[config.mk]
export PLATFORM = sky130hd
export DESIGN_NAME = if_fetch_ctrl
export DESIGN_NICKNAME = d
export VERILOG_FILES = /design/src/rtl/if_fetch_ctrl.sv
export SDC_FILE = /design/constraint.sdc
export NUM_CORES = 1
export LEC_CHECK = 0
export ABC_CLOCK_PERIOD_IN_PS = 1700
export BUFFER_PORTS_ARGS = -buffer_cell sky130_fd_sc_hd__buf_2
export CAP_MARGIN = 10
export CORE_MARGIN = 1.5
export CORE_UTILIZATION = 26
export CTS_BUF_LIST = sky130_fd_sc_hd__clkbuf_4 sky130_fd_sc_hd__clkbuf_8
export DETAILED_ROUTE_END_ITERATION = 6
export GPL_TIMING_DRIVEN = 0
export SYNTH_ARGS = -nofsm -noshare
export SYNTH_HDL_FRONTEND = slang
export SYNTH_SLANG_ARGS = --single-unit
[constraint.sdc]
create_clock -name clk -period 1.7 [get_ports clk]
set_input_delay 0.17 -clock clk [delete_from_list [all_inputs] [get_ports clk]]
set_output_delay 0.17 -clock clk [all_outputs]
set_load 0.005 [all_outputs]
[src/rtl/if_fetch_ctrl.sv]
// rtl/if_fetch_ctrl.sv - IF-stage fetch sequencer: PC enable, imem handshake, IF/ID register
module if_fetch_ctrl #(
  parameter int              XLEN      = 32,
  parameter logic [XLEN-1:0] NOP_INSTR = 32'h00000013,
  parameter int              TIMEOUT   = 16
) (
  input  logic            clk,
  input  logic            rst,
  input  logic [XLEN-1:0] pc_number,
  input  logic            is_branch,
  input  logic            load_use_hazard,
  output logic            imem_req,
  output logic [XLEN-1:0] imem_addr,
  input  logic            imem_ready,
  input  logic [XLEN-1:0] imem_rdata,
  output logic            PC_Write,
  output logic            IF_ID_Write,
  output logic            IF_flush,
  output logic [XLEN-1:0] instr_out,
  output logic            instr_valid,
  output logic            fetch_err
);

  typedef enum logic [1:0] {S_IDLE, S_FETCH, S_HOLD, S_KILL} state_t;

  // Saturation point of the wait counter; fetch_err is raised as the counter lands on it.
  localparam logic [7:0] CNT_MAX = 8'(TIMEOUT - 1);

  state_t          state;
  state_t          state_nx;
  logic [7:0]      wait_cnt;
  logic [XLEN-1:0] kill_addr;
  logic [XLEN-1:0] skid;
  logic            accept;

  assign accept = imem_req & imem_ready;

  // Next-state and handshake/enable decode; defaults keep IDLE fully quiet.
  always_comb begin
    state_nx    = state;
    imem_req    = 1'b0;
    imem_addr   = '0;
    PC_Write    = 1'b0;
    IF_ID_Write = 1'b0;
    IF_flush    = 1'b0;
    case (state)
      S_IDLE: state_nx = S_FETCH;
      S_FETCH: begin
        imem_req  = 1'b1;
        imem_addr = pc_number;
        if (imem_ready) begin
          PC_Write = 1'b1;
          if (is_branch) begin
            IF_flush    = 1'b1;
            IF_ID_Write = 1'b1;
          end else if (load_use_hazard) begin
            state_nx = S_HOLD;
          end else begin
            IF_ID_Write = 1'b1;
          end
        end else if (is_branch) begin
          // The in-flight request cannot be withdrawn, so it is completed later from KILL.
          PC_Write    = 1'b1;
          IF_flush    = 1'b1;
          IF_ID_Write = 1'b1;
          state_nx    = S_KILL;
        end
      end
      S_HOLD: begin
        if (is_branch) begin
          IF_flush    = 1'b1;
          IF_ID_Write = 1'b1;
          state_nx    = S_FETCH;
        end else if (!load_use_hazard) begin
          IF_ID_Write = 1'b1;
          state_nx    = S_FETCH;
        end
      end
      S_KILL: begin
        imem_req  = 1'b1;
        imem_addr = kill_addr;
        if (imem_ready) state_nx = S_FETCH;
      end
      default: state_nx = S_IDLE;
    endcase
  end

  // State register plus IF/ID, skid, kill address and timeout bookkeeping.
  always_ff @(posedge clk) begin
    if (!rst) begin
      state       <= S_IDLE;
      instr_out   <= NOP_INSTR;
      instr_valid <= 1'b0;
      fetch_err   <= 1'b0;
      wait_cnt    <= '0;
      kill_addr   <= '0;
      skid        <= '0;
    end else begin
      state <= state_nx;
      if (state == S_FETCH && accept && !is_branch && load_use_hazard) skid <= imem_rdata;
      if (state == S_HOLD && is_branch) skid <= '0;
      if (state == S_FETCH && !accept && is_branch) kill_addr <= pc_number;
      if (IF_ID_Write) begin
        if (IF_flush) begin
          instr_out   <= NOP_INSTR;
          instr_valid <= 1'b0;
        end else if (state == S_HOLD) begin
          instr_out   <= skid;
          instr_valid <= 1'b1;
        end else begin
          instr_out   <= imem_rdata;
          instr_valid <= 1'b1;
        end
      end
      if (imem_req && !imem_ready) begin
        if (wait_cnt != CNT_MAX) wait_cnt <= wait_cnt + 8'd1;
        if (wait_cnt >= CNT_MAX - 8'd1) fetch_err <= 1'b1;
      end else begin
        wait_cnt <= '0;
      end
    end
  end

endmodule

==> results of run 1 <==
synth_stat cells (2+ instances only):
cell,count,area (um2)
o21ai_0,2,10.0
buf_6,6,67.6
nor2_1,4,15.0
dfxtp_1,108,2160
o211ai_1,4,30.0
and3_1,2,12.5
nand3_1,5,25.0
nor2b_1,6,37.5
buf_2,18,90.1
a21oi_1,40,200
xor2_1,2,17.5
a22o_1,32,280
ha_1,6,75.1
buf_12,3,60.1
a21boi_1,26,195
buf_4,5,37.5
o31ai_1,30,225
nand2_1,138,518
mux2i_1,29,290
a21boi_0,6,45.0
inv_1,6,22.5
clkbuf_1,14,52.6
xnor2_1,2,17.5
a211oi_1,5,37.5
nand2b_1,2,12.5
nand3_2,29,290
cell families (layout without fill, tap and decap cells):
kind of cell               count (synthesis)  count (layout)  share of synthesized area (%)
and+or+nand+nor                          195             195                           19.9
AOI/OAI and AO/OA                        152             152                           21.7
DFF                                      108             108                           43.3
buffers and inverters                     54             271                           6.79
muxes                                     30              30                           6.04
adders and majority gates                  6               6                           1.50
xor gates and xnor gates                   4               4                          0.702
final timing paths:
| path | startpoint | to | slack (ns) | depth (start not counted) |
|---|---|---|---|---|
| worst max-delay path | state[1] | imem_addr[5] | -0.36 | 7 |
| worst min-delay path | imem_rdata[27] | skid[27] | 0.02 | 3 |
| worst max register to register | state[1] | instr_out[14] | -0.23 | 11 |
| worst min register to register | kill_addr[19] | kill_addr[19] | 0.46 | 2 |
state kept, by name, summed over array words and instances (netlist names):
register     cells
fetch_err        1
instr_out       32
instr_valid      1
kill_addr       32
skid            32
state            2
wait_cnt         8
stage by stage:
step | total power, mW | std cells | worst slack, ns
finish | 5.94 | 1000 | -0.357
global route | 6.26 | 1000 | -0.449
CTS | 5.91 | 995 | -0.418
detailed placement | 3.96 | 920 | -0.289
global placement | 3.96 | 920 | -0.305
floorplan | 3.51 | 549 | 0.0533
power by group through the flow:
| stage | combinational, mW | sequential [mW] | clock (mW) |
|---|---|---|---|
| 6_report | 1.63 | 2.72 | 1.59 |
| 5_1_grt | 1.77 | 2.73 | 1.75 |
| 4_1_cts | 1.54 | 2.72 | 1.66 |
| 3_5_place_dp | 1.20 | 2.76 | 0 |
| 3_3_place_gp | 1.20 | 2.76 | 0 |
| 2_1_floorplan | 0.752 | 2.76 | 0 |
per-layer routing:
metal  share of wire (%)  GRT usage, %  vias to the layer above
met5                   0             0                        -
met2                  47          24.9                      135
met4                0.82          2.98                        0
met3                 5.9          4.76                       12
met1                  46          18.1                     2097
li1                    -             -                     2350
area by class of cell:
class	count	area [um2]
Buffer	46	359
Fill cell	1914	11700
Tap cell	234	293
Sequential cell	108	2170
Timing Repair Buffer	203	1440
Inverter	6	27.5
Clock buffer	11	151
Clock inverter	5	41.3
Multi-Input combinational cell	387	2620
worst max-delay path: stages, from the launching register on:
cell and delay (ns):
dfxtp_4 0.39, inv_4 0.05, ha_4 0.15, or2_4 0.22, and2_4 0.20, buf_8 0.15
a22o_1 0.20, buf_2 0.13
what timing repair did:
action                                  in CTS  in global routing
setup buffers                               13                  5
cloned                                       4                  1
gates resized for setup                     39                 40
hold endpoints to repair                    44                  0
pin swaps                                    8                  8
endpoints found under the setup margin      97                120
hold buffers                                44                  0
==> flow_metrics.py, run 1 <==
metrics = {
    "sta": {
        "worst_slew_pin_slew_ns": 0.768,
        "rsz0062_at_grt": "true",
        "fin_tns_setup_ns": -14.10,
        "slew_violations": 0,
        "min_period_ns": 2.06,
        "slew_headroom_pct": 48.8,
        "setup_viol": 56,
        "finalWorstSetupSlack_ns": -0.357,
        "skew_ns": 0.0136,
        "hold_violations": 0,
        "finalHoldWorstSlack_ns": 0.0217,
        "period_share_pct": 121,
        "fmax_ghz": 0.486,
    },
    "clocking": {
        "htreeDepth": 3,
        "numCtsBuffers": 9,
        "path_clk_slew_ns": 0.11,
        "worstSkewPairLatency_ns": 0.40,
        "clkSinkCount": 108,
        "tritoncts": "yes",
        "cts_buffer_depth": 2,
        "cts_root_buf": "clkbuf_8",
    },
    "floorplan": {
        "initial_core_util_pct": 26.6,
        "die_h_um": 142,
        "fp.dieArea_um2": 20000,
        "die_w_um": 142,
        "ios": 139,
        "core_area_um2": 18800,
        "rows": 50,
    },
    "global_route": {
        "grt_pass1_wl_um": 23000,
        "grt-ovfl-total": 0,
        "track_usage_pct": 14.6,
        "antenna_found_initial": 0,
        "grt_pass1_vias": 4355,
        "grt_max_degree": 19,
    },
    "power": {
        "clock_power_share_pct": 26.8,
        "power_density_nw_per_um2": 837,
        "p_int_mw": 4.11,
        "vdd_ir_drop_max_mv": 0.443,
        "leakage_nw": 2.86,
        "combPwrFrac_pct": 27.4,
        "p_switching_mw": 1.82,
        "swShare_pct": 30.7,
        "seqPwrFrac_pct": 45.8,
    },
    "synth": {
        "syn_avg_cell_area_um2": 9.09,
        "yosysSeqAreaShare_pct": 43.3,
        "synthArstFlopShare_pct": 0,
        "synth_seq_cells": 108,
        "ys.warnings.count": 0,
        "synth_nets": 624,
        "ys_types": 45,
        "syn_area_um2": 4990,
        "synth_flop_cell": "dfxtp_1",
        "syn_inst": 549,
        "synth-edff-count": 0,
    },
    "detailed_routing": {
        "routed_wl_um": 14700,
        "viasPerCell": 4.59,
        "first_iter_violations": 179,
        "drtAntennaViolNets": 0,
        "routed-via-count": 4594,
        "wl_per_cell_um": 14.7,
        "drtPass1Iterations": 5,
        "post-route-drc-count": 0,
    },
    "min_path": {
        "hold_path_class": "in2reg",
    },
    "placement": {
        "gp_congestion": 0.738,
        "portBuffers": 137,
        "dp.final_hpwl_um": 10000,
        "place_area_um2": 5970,
    },
    "run": {
        "cap_violations": 0,
    },
    "run_status": {
        "status": "complete, but fails checks",
        "violations": "negative setup slack",
    },
    "setup_path": {
        "end_kind": "output pin",
        "start_kind": "register",
        "critical_path_class": "reg2out",
        "crit_fanout": 8,
        "cp_data_required_time_ns": 1.53,
        "critPathArrivalTime_ns": 1.89,
    },
    "final_layout": {
        "final_common_cell": "buf_2",
        "final_cell_mix": "buf_2 (147), nand2_1 (138), dfxtp_1 (106)",
        "drive_gt1_share_pct": 35.4,
        "final_util_pct": 37.8,
        "n_antenna_cell": 0,
        "fin_area_um2": 7100,
        "syn2layout_area_growth_pct": 42.2,
        "final_nets": 836,
    },
}
(Power assumes the default switching activity.)
==> run 2, diff against run 1 <==
Settings changed: SKIP_LAST_GASP from default to 1.
==> run 2 against run 1 <==
Against the previous run: the flow still finishes with violations (negative setup slack); critical endpoint unchanged; largest power group unchanged; register-to-register slack is essentially flat; cell count unchanged; final area down 0.67%; die area is the same; largest cell class unchanged; total power fell by 0.49%.
==> flow_metrics.py, run 2 (same netlist as run 1, synthesis figures left out) <==
metrics = {
    "global_route": {
        "antenna_found_initial": 0,
        "grt_pass1_vias": 4355,
        "grt-ovfl-total": 0,
        "grt_pass1_wl_um": 23000,
        "grt_max_degree": 19,
        "track_usage_pct": 14.6,
    },
    "sta": {
        "skew_ns": 0.0152,
        "finalWorstSetupSlack_ns": -0.357,
        "slew_headroom_pct": 59.4,
        "min_period_ns": 2.06,
        "rsz0062_at_grt": "true",
        "finalHoldWorstSlack_ns": 0.0221,
        "setup_viol": 61,
        "worst_slew_pin_slew_ns": 0.608,
        "hold_violations": 0,
        "period_share_pct": 121,
        "fmax_ghz": 0.486,
        "slew_violations": 0,
    },
    "final_layout": {
        "reg_top3": "instr_out x32, kill_addr x32, skid x32",
        "syn2layout_area_growth_pct": 41.3,
        "stdcell_count": 1000,
        "final_cell_mix": "buf_2 (147), nand2_1 (138), dfxtp_1 (106)",
        "final_nets": 836,
        "fin_area_um2": 7050,
        "final_common_cell": "buf_2",
        "drive_gt1_share_pct": 34.3,
        "n_antenna_cell": 0,
    },
    "clocking": {
        "numCtsBuffers": 9,
        "tritoncts": "yes",
        "worstSkewPairLatency_ns": 0.40,
        "path_clk_slew_ns": 0.11,
        "htreeDepth": 3,
        "cts_root_buf": "clkbuf_8",
        "clkSinkCount": 108,
        "cts_buffer_depth": 2,
    },
    "detailed_routing": {
        "viasPerCell": 4.57,
        "routed-via-count": 4569,
        "drtPass1Iterations": 4,
        "first_iter_violations": 166,
        "routed_wl_um": 14700,
        "drtAntennaViolNets": 0,
        "post-route-drc-count": 0,
        "wl_per_cell_um": 14.7,
    },
    "run_status": {
        "status": "complete, but fails checks",
        "violations": "negative setup slack",
    },
    "setup_path": {
        "critical_path_class": "reg2out",
        "crit_fanout": 8,
        "end_kind": "output pin",
        "start_kind": "register",
        "slowest_delay_ns": 0.39,
        "worstPathCellList": "ha_4 > or2_4 > and2_4 > buf_8 > a22o_1 > buf_2",
        "slowest_stage": "dfxtp_4",
        "cp_data_required_time_ns": 1.53,
        "critPathArrivalTime_ns": 1.89,
        "regToRegStartpoint": "state[1]",
        "path_buf_inv": 2,
        "cp-startpoint": "state[0]",
        "worst_path_dominant_cell_family": "simple AND/OR/NAND/NOR gates",
    },
    "placement": {
        "post-place-ws_ns": -0.289,
        "portBuffers": 137,
        "place_area_um2": 5970,
        "gp_congestion": 0.738,
        "dp.cells": 920,
        "dp.final_hpwl_um": 10000,
    },
    "floorplan": {
        "initial_core_util_pct": 26.6,
        "fp.dieArea_um2": 20000,
        "core_area_um2": 18800,
        "die_w_um": 142,
        "ios": 139,
        "rows": 50,
        "die_h_um": 142,
    },
    "min_path": {
        "hold_path_class": "in2reg",
        "hp-start": "imem_rdata[18]",
    },
    "power": {
        "power_density_nw_per_um2": 838,
        "p_total_mw": 5.91,
        "leakage_nw": 2.85,
        "vdd_ir_drop_max_mv": 0.443,
    },
    "run": {
        "cap_violations": 0,
    },
}
==> run 2: changes by cell type in the layout (fill, tap and decap cells not counted) <==
| cell | delta |
|---|---|
| buf_8 | -1 |
| o31ai_2 | -8 |
| o31ai_1 | +8 |
| buf_4 | +1 |
==> run 2: cell type report <==
class / instances / area, um2
plain buffers: 46 / 352
clock buffers: 11 / 151
clock inverters: 5 / 41.3
fillers: 1924 / 11700
inverters: 6 / 27.5
multi-input cells: 387 / 2580
flip-flops and latches: 108 / 2170
well taps: 234 / 293
repair buffers: 203 / 1440
==> run 2: worst paths after layout <==
path / to / slack (ns) / cells after the start
worst max-delay path: imem_addr[5] / -0.36 / 6
worst min-delay path: skid[18] / 0.02 / 3
worst max register to register: instr_out[12] / -0.23 / 11
worst min register to register: kill_addr[19] / 0.46 / 2
==> run 2: worst reg2reg max path: stages (launching register included) <==
cell and delay (ns):
dfxtp_4 0.38, buf_4 0.14, ha_4 0.15, o21ba_4 0.20
o221ai_4 0.23, buf_8 0.15, buf_4 0.10, buf_8 0.13
buf_12 0.11, buf_12 0.11, nand3_2 0.07, o31ai_1 0.06
==> run 2: through the flow <==
stage | utilization, % | TNS (ns)
floorplan | - | 0
CTS | 36.9 | -14.73
detailed placement | 31.8 | -12.42
global placement | 31.8 | -11.86
global route | 37.6 | -19.77
finish | 37.6 | -14.21
==> run 2: where the power goes <==
| group | switching [mW] | internal, mW |
|---|---|---|
| Clock | 0.952 | 0.633 |
| Sequential | 0.0757 | 2.64 |
| Combinational | 0.777 | 0.831 |
==> run 2: metal layers <==
layer  wire, um  up-vias  track usage, %  part of all wire, %
met5          0        -               0                    0
met4        118        0            2.98                 0.80
met3        889       10            4.76                  6.0
met2       6900      130            24.9                   47
met1       6810     2081            18.1                   46
li1           -     2348               -                    -
==> run 2: what timing repair did <==
action / 4_1_cts / 5_1_grt
gates resized for setup: 39 / 30
cloned: 4 / 1
buffers inserted: 13 / 5
pin swaps: 8 / 8
hold buffers: 44 / 0
hold endpoints to repair: 44 / 0
setup endpoints to repair: 97 / 120
==> run 3, diff against run 2 <==
Settings changed: CORE_ASPECT_RATIO from default to 0.5.
==> run 3 against run 2 <==
Against the previous run: clock power increased by 3%; sequential power is essentially flat; maximum frequency about the same; first-iteration DRC count shrank 4.2%; routed wire length rose by 0.22%; register-to-register slack barely moved; clock skew up 0.0028 ns; combinational power about the same; critical path depth did not move; cell count up 1.2%; critical endpoint is now imem_addr[22]; the flow still finishes with violations (negative setup slack); sequential share of layout area is 0.44 points higher; final area shrank 1.4%.
==> flow_metrics.py, run 3 (same netlist as run 1, synthesis figures left out) <==
metrics = {
    "power": {
        "power_density_nw_per_um2": 857,
        "leakage_nw": 2.81,
        "p_total_mw": 5.96,
        "vdd_ir_drop_max_mv": 0.432,
    },
    "sta": {
        "setup_viol": 66,
        "slew_headroom_pct": 55.9,
        "fin_tns_setup_ns": -14.67,
        "slew_violations": 0,
        "worst_slew_pin_slew_ns": 0.662,
        "period_share_pct": 121,
        "rsz0062_at_grt": "true",
        "fmax_ghz": 0.486,
        "min_period_ns": 2.06,
        "finalWorstSetupSlack_ns": -0.356,
        "skew_ns": 0.0180,
        "hold_violations": 0,
    },
    "floorplan": {
        "initial_core_util_pct": 26.8,
        "fp.dieArea_um2": 20100,
        "ios": 139,
        "core_area_um2": 18600,
        "die_h_um": 101,
        "rows": 35,
        "die_w_um": 199,
    },
    "run": {
        "cap_violations": 0,
    },
    "setup_path": {
        "crit_fanout": 7,
        "slowest_delay_ns": 0.39,
        "worstRegToRegCells": 11,
        "critical_path_class": "reg2out",
        "slowest_stage": "dfxtp_4",
        "worstPathCellList": "ha_4 > or2_4 > and2_4 > clkbuf_16 > a22o_1 > buf_2",
        "regToRegSetupSlack_ns": -0.22,
        "start_kind": "register",
        "cp_data_required_time_ns": 1.53,
        "regToRegStartpoint": "state[1]",
        "r2r-end": "instr_out[31]",
        "critPathArrivalTime_ns": 1.89,
        "end_kind": "output pin",
    },
    "global_route": {
        "grt_pass1_wl_um": 22400,
        "antenna_found_initial": 0,
        "grt_pass1_vias": 4340,
        "track_usage_pct": 14.6,
        "grt_max_degree": 21,
        "grt-ovfl-total": 0,
    },
    "min_path": {
        "whs_endpoint": "kill_addr[0]",
        "hp-start": "pc_number[0]",
        "hold_path_depth": 3,
        "hold_path_class": "in2reg",
    },
    "final_layout": {
        "fin_area_um2": 6950,
        "drive_gt1_share_pct": 36.7,
        "stdcell_count": 1012,
        "final_nets": 823,
        "n_antenna_cell": 0,
        "final_cell_mix": "buf_2 (150), nand2_1 (138), dfxtp_1 (106)",
        "reg_top3": "instr_out x32, kill_addr x32, skid x32",
        "final_common_cell": "buf_2",
        "n_fill_cell": 1889,
        "syn2layout_area_growth_pct": 39.2,
    },
    "clocking": {
        "htreeDepth": 3,
        "tritoncts": "yes",
        "cts_buffer_depth": 2,
        "cts_root_buf": "clkbuf_8",
        "numCtsBuffers": 9,
        "clkSinkCount": 108,
        "path_clk_slew_ns": 0.11,
        "worstSkewPairLatency_ns": 0.39,
    },
    "detailed_routing": {
        "post-route-drc-count": 0,
        "routed-via-count": 4600,
        "wl_per_cell_um": 14.6,
        "viasPerCell": 4.55,
        "drtAntennaViolNets": 0,
        "drtPass1Iterations": 4,
        "first_iter_violations": 159,
        "routed_wl_um": 14700,
    },
    "placement": {
        "gp_congestion": 0.780,
        "portBuffers": 137,
        "dp.final_hpwl_um": 10300,
        "place_area_um2": 6000,
        "dp.cells": 945,
    },
    "run_status": {
        "status": "complete, but fails checks",
        "violations": "negative setup slack",
    },
}
[run 3: changes by cell type in the layout (fill, tap and decap cells not counted), moves of 2 or more]
cell           previous run  this run
dlygate4sd3_1            44        24
o31ai_1                  26        18
buf_2                   147       150
a211oi_2                  2         0
a211oi_1                  3         5
clkbuf_2                  3         5
o31ai_2                   4        12
buf_4                    20        25
buf_6                     8         5
[run 3: how the worst max path moves through the flow]
stage	start	endpoint	cells after the start
global placement	state[0]	IF_ID_Write	8
global route	state[0]	imem_addr[8]	6
finish	state[0]	imem_addr[22]	6
CTS	state[1]	imem_addr[23]	7
floorplan	state[1]	imem_addr[0]	7
detailed placement	state[0]	IF_ID_Write	8
[run 3: per-layer routing]
layer | up-vias | track usage [%] | routed length [um]
met5 | - | 0 | 0
met4 | 0 | 5.48 | 336
met3 | 21 | 3.48 | 566
met2 | 89 | 26.0 | 7240
met1 | 2169 | 17.1 | 6610
li1 | 2321 | - | -
[run 3: worst max-delay path, delay by kind of cell (launching register included)]
kind | cells | cell delay, ns
and+or+nand+nor | 2 | 0.45
AOI/OAI and AO/OA | 1 | 0.18
DFF | 1 | 0.39
buffers and inverters | 2 | 0.29
adders and majority gates | 1 | 0.19
[run 3: cell type report]
| class | count | area, um2 | area share (%) |
|---|---|---|---|
| Clock inverter | 6 | 62.6 | 0.900 |
| Clock buffer | 10 | 138 | 1.98 |
| Sequential cell | 108 | 2170 | 31.2 |
| Buffer | 45 | 325 | 4.68 |
| Inverter | 6 | 25.0 | 0.360 |
| Timing Repair Buffer | 191 | 1300 | 18.7 |
| Multi-Input combinational cell | 387 | 2610 | 37.5 |
| Tap cell | 259 | 324 | 4.66 |
[run 3: power breakdown]
part	total (mW)	switching (mW)	internal, mW
registers	2.72	0.0750	2.64
logic	1.62	0.790	0.832
clock network	1.62	1.00	0.616
[run 3: repair_timing]
action                     CTS  global route
resized for setup           28            35
pin swaps                    5             5
hold endpoints to repair    24             0
setup endpoints to repair   78           118
setup buffers               12            15
hold buffers                24             0
gates cloned                 3             1
[run 3: metrics by stage]
step | util (%) | setup WS (ns) | hold WS [ns]
global placement | 32.2 | -0.206 | 0.421
detailed placement | 32.2 | -0.256 | 0.428
floorplan | - | 0.0533 | 0.305
finish | 37.4 | -0.356 | 0.0264
global route | 37.4 | -0.419 | 0.00446
CTS | 36.1 | -0.402 | 0.000449
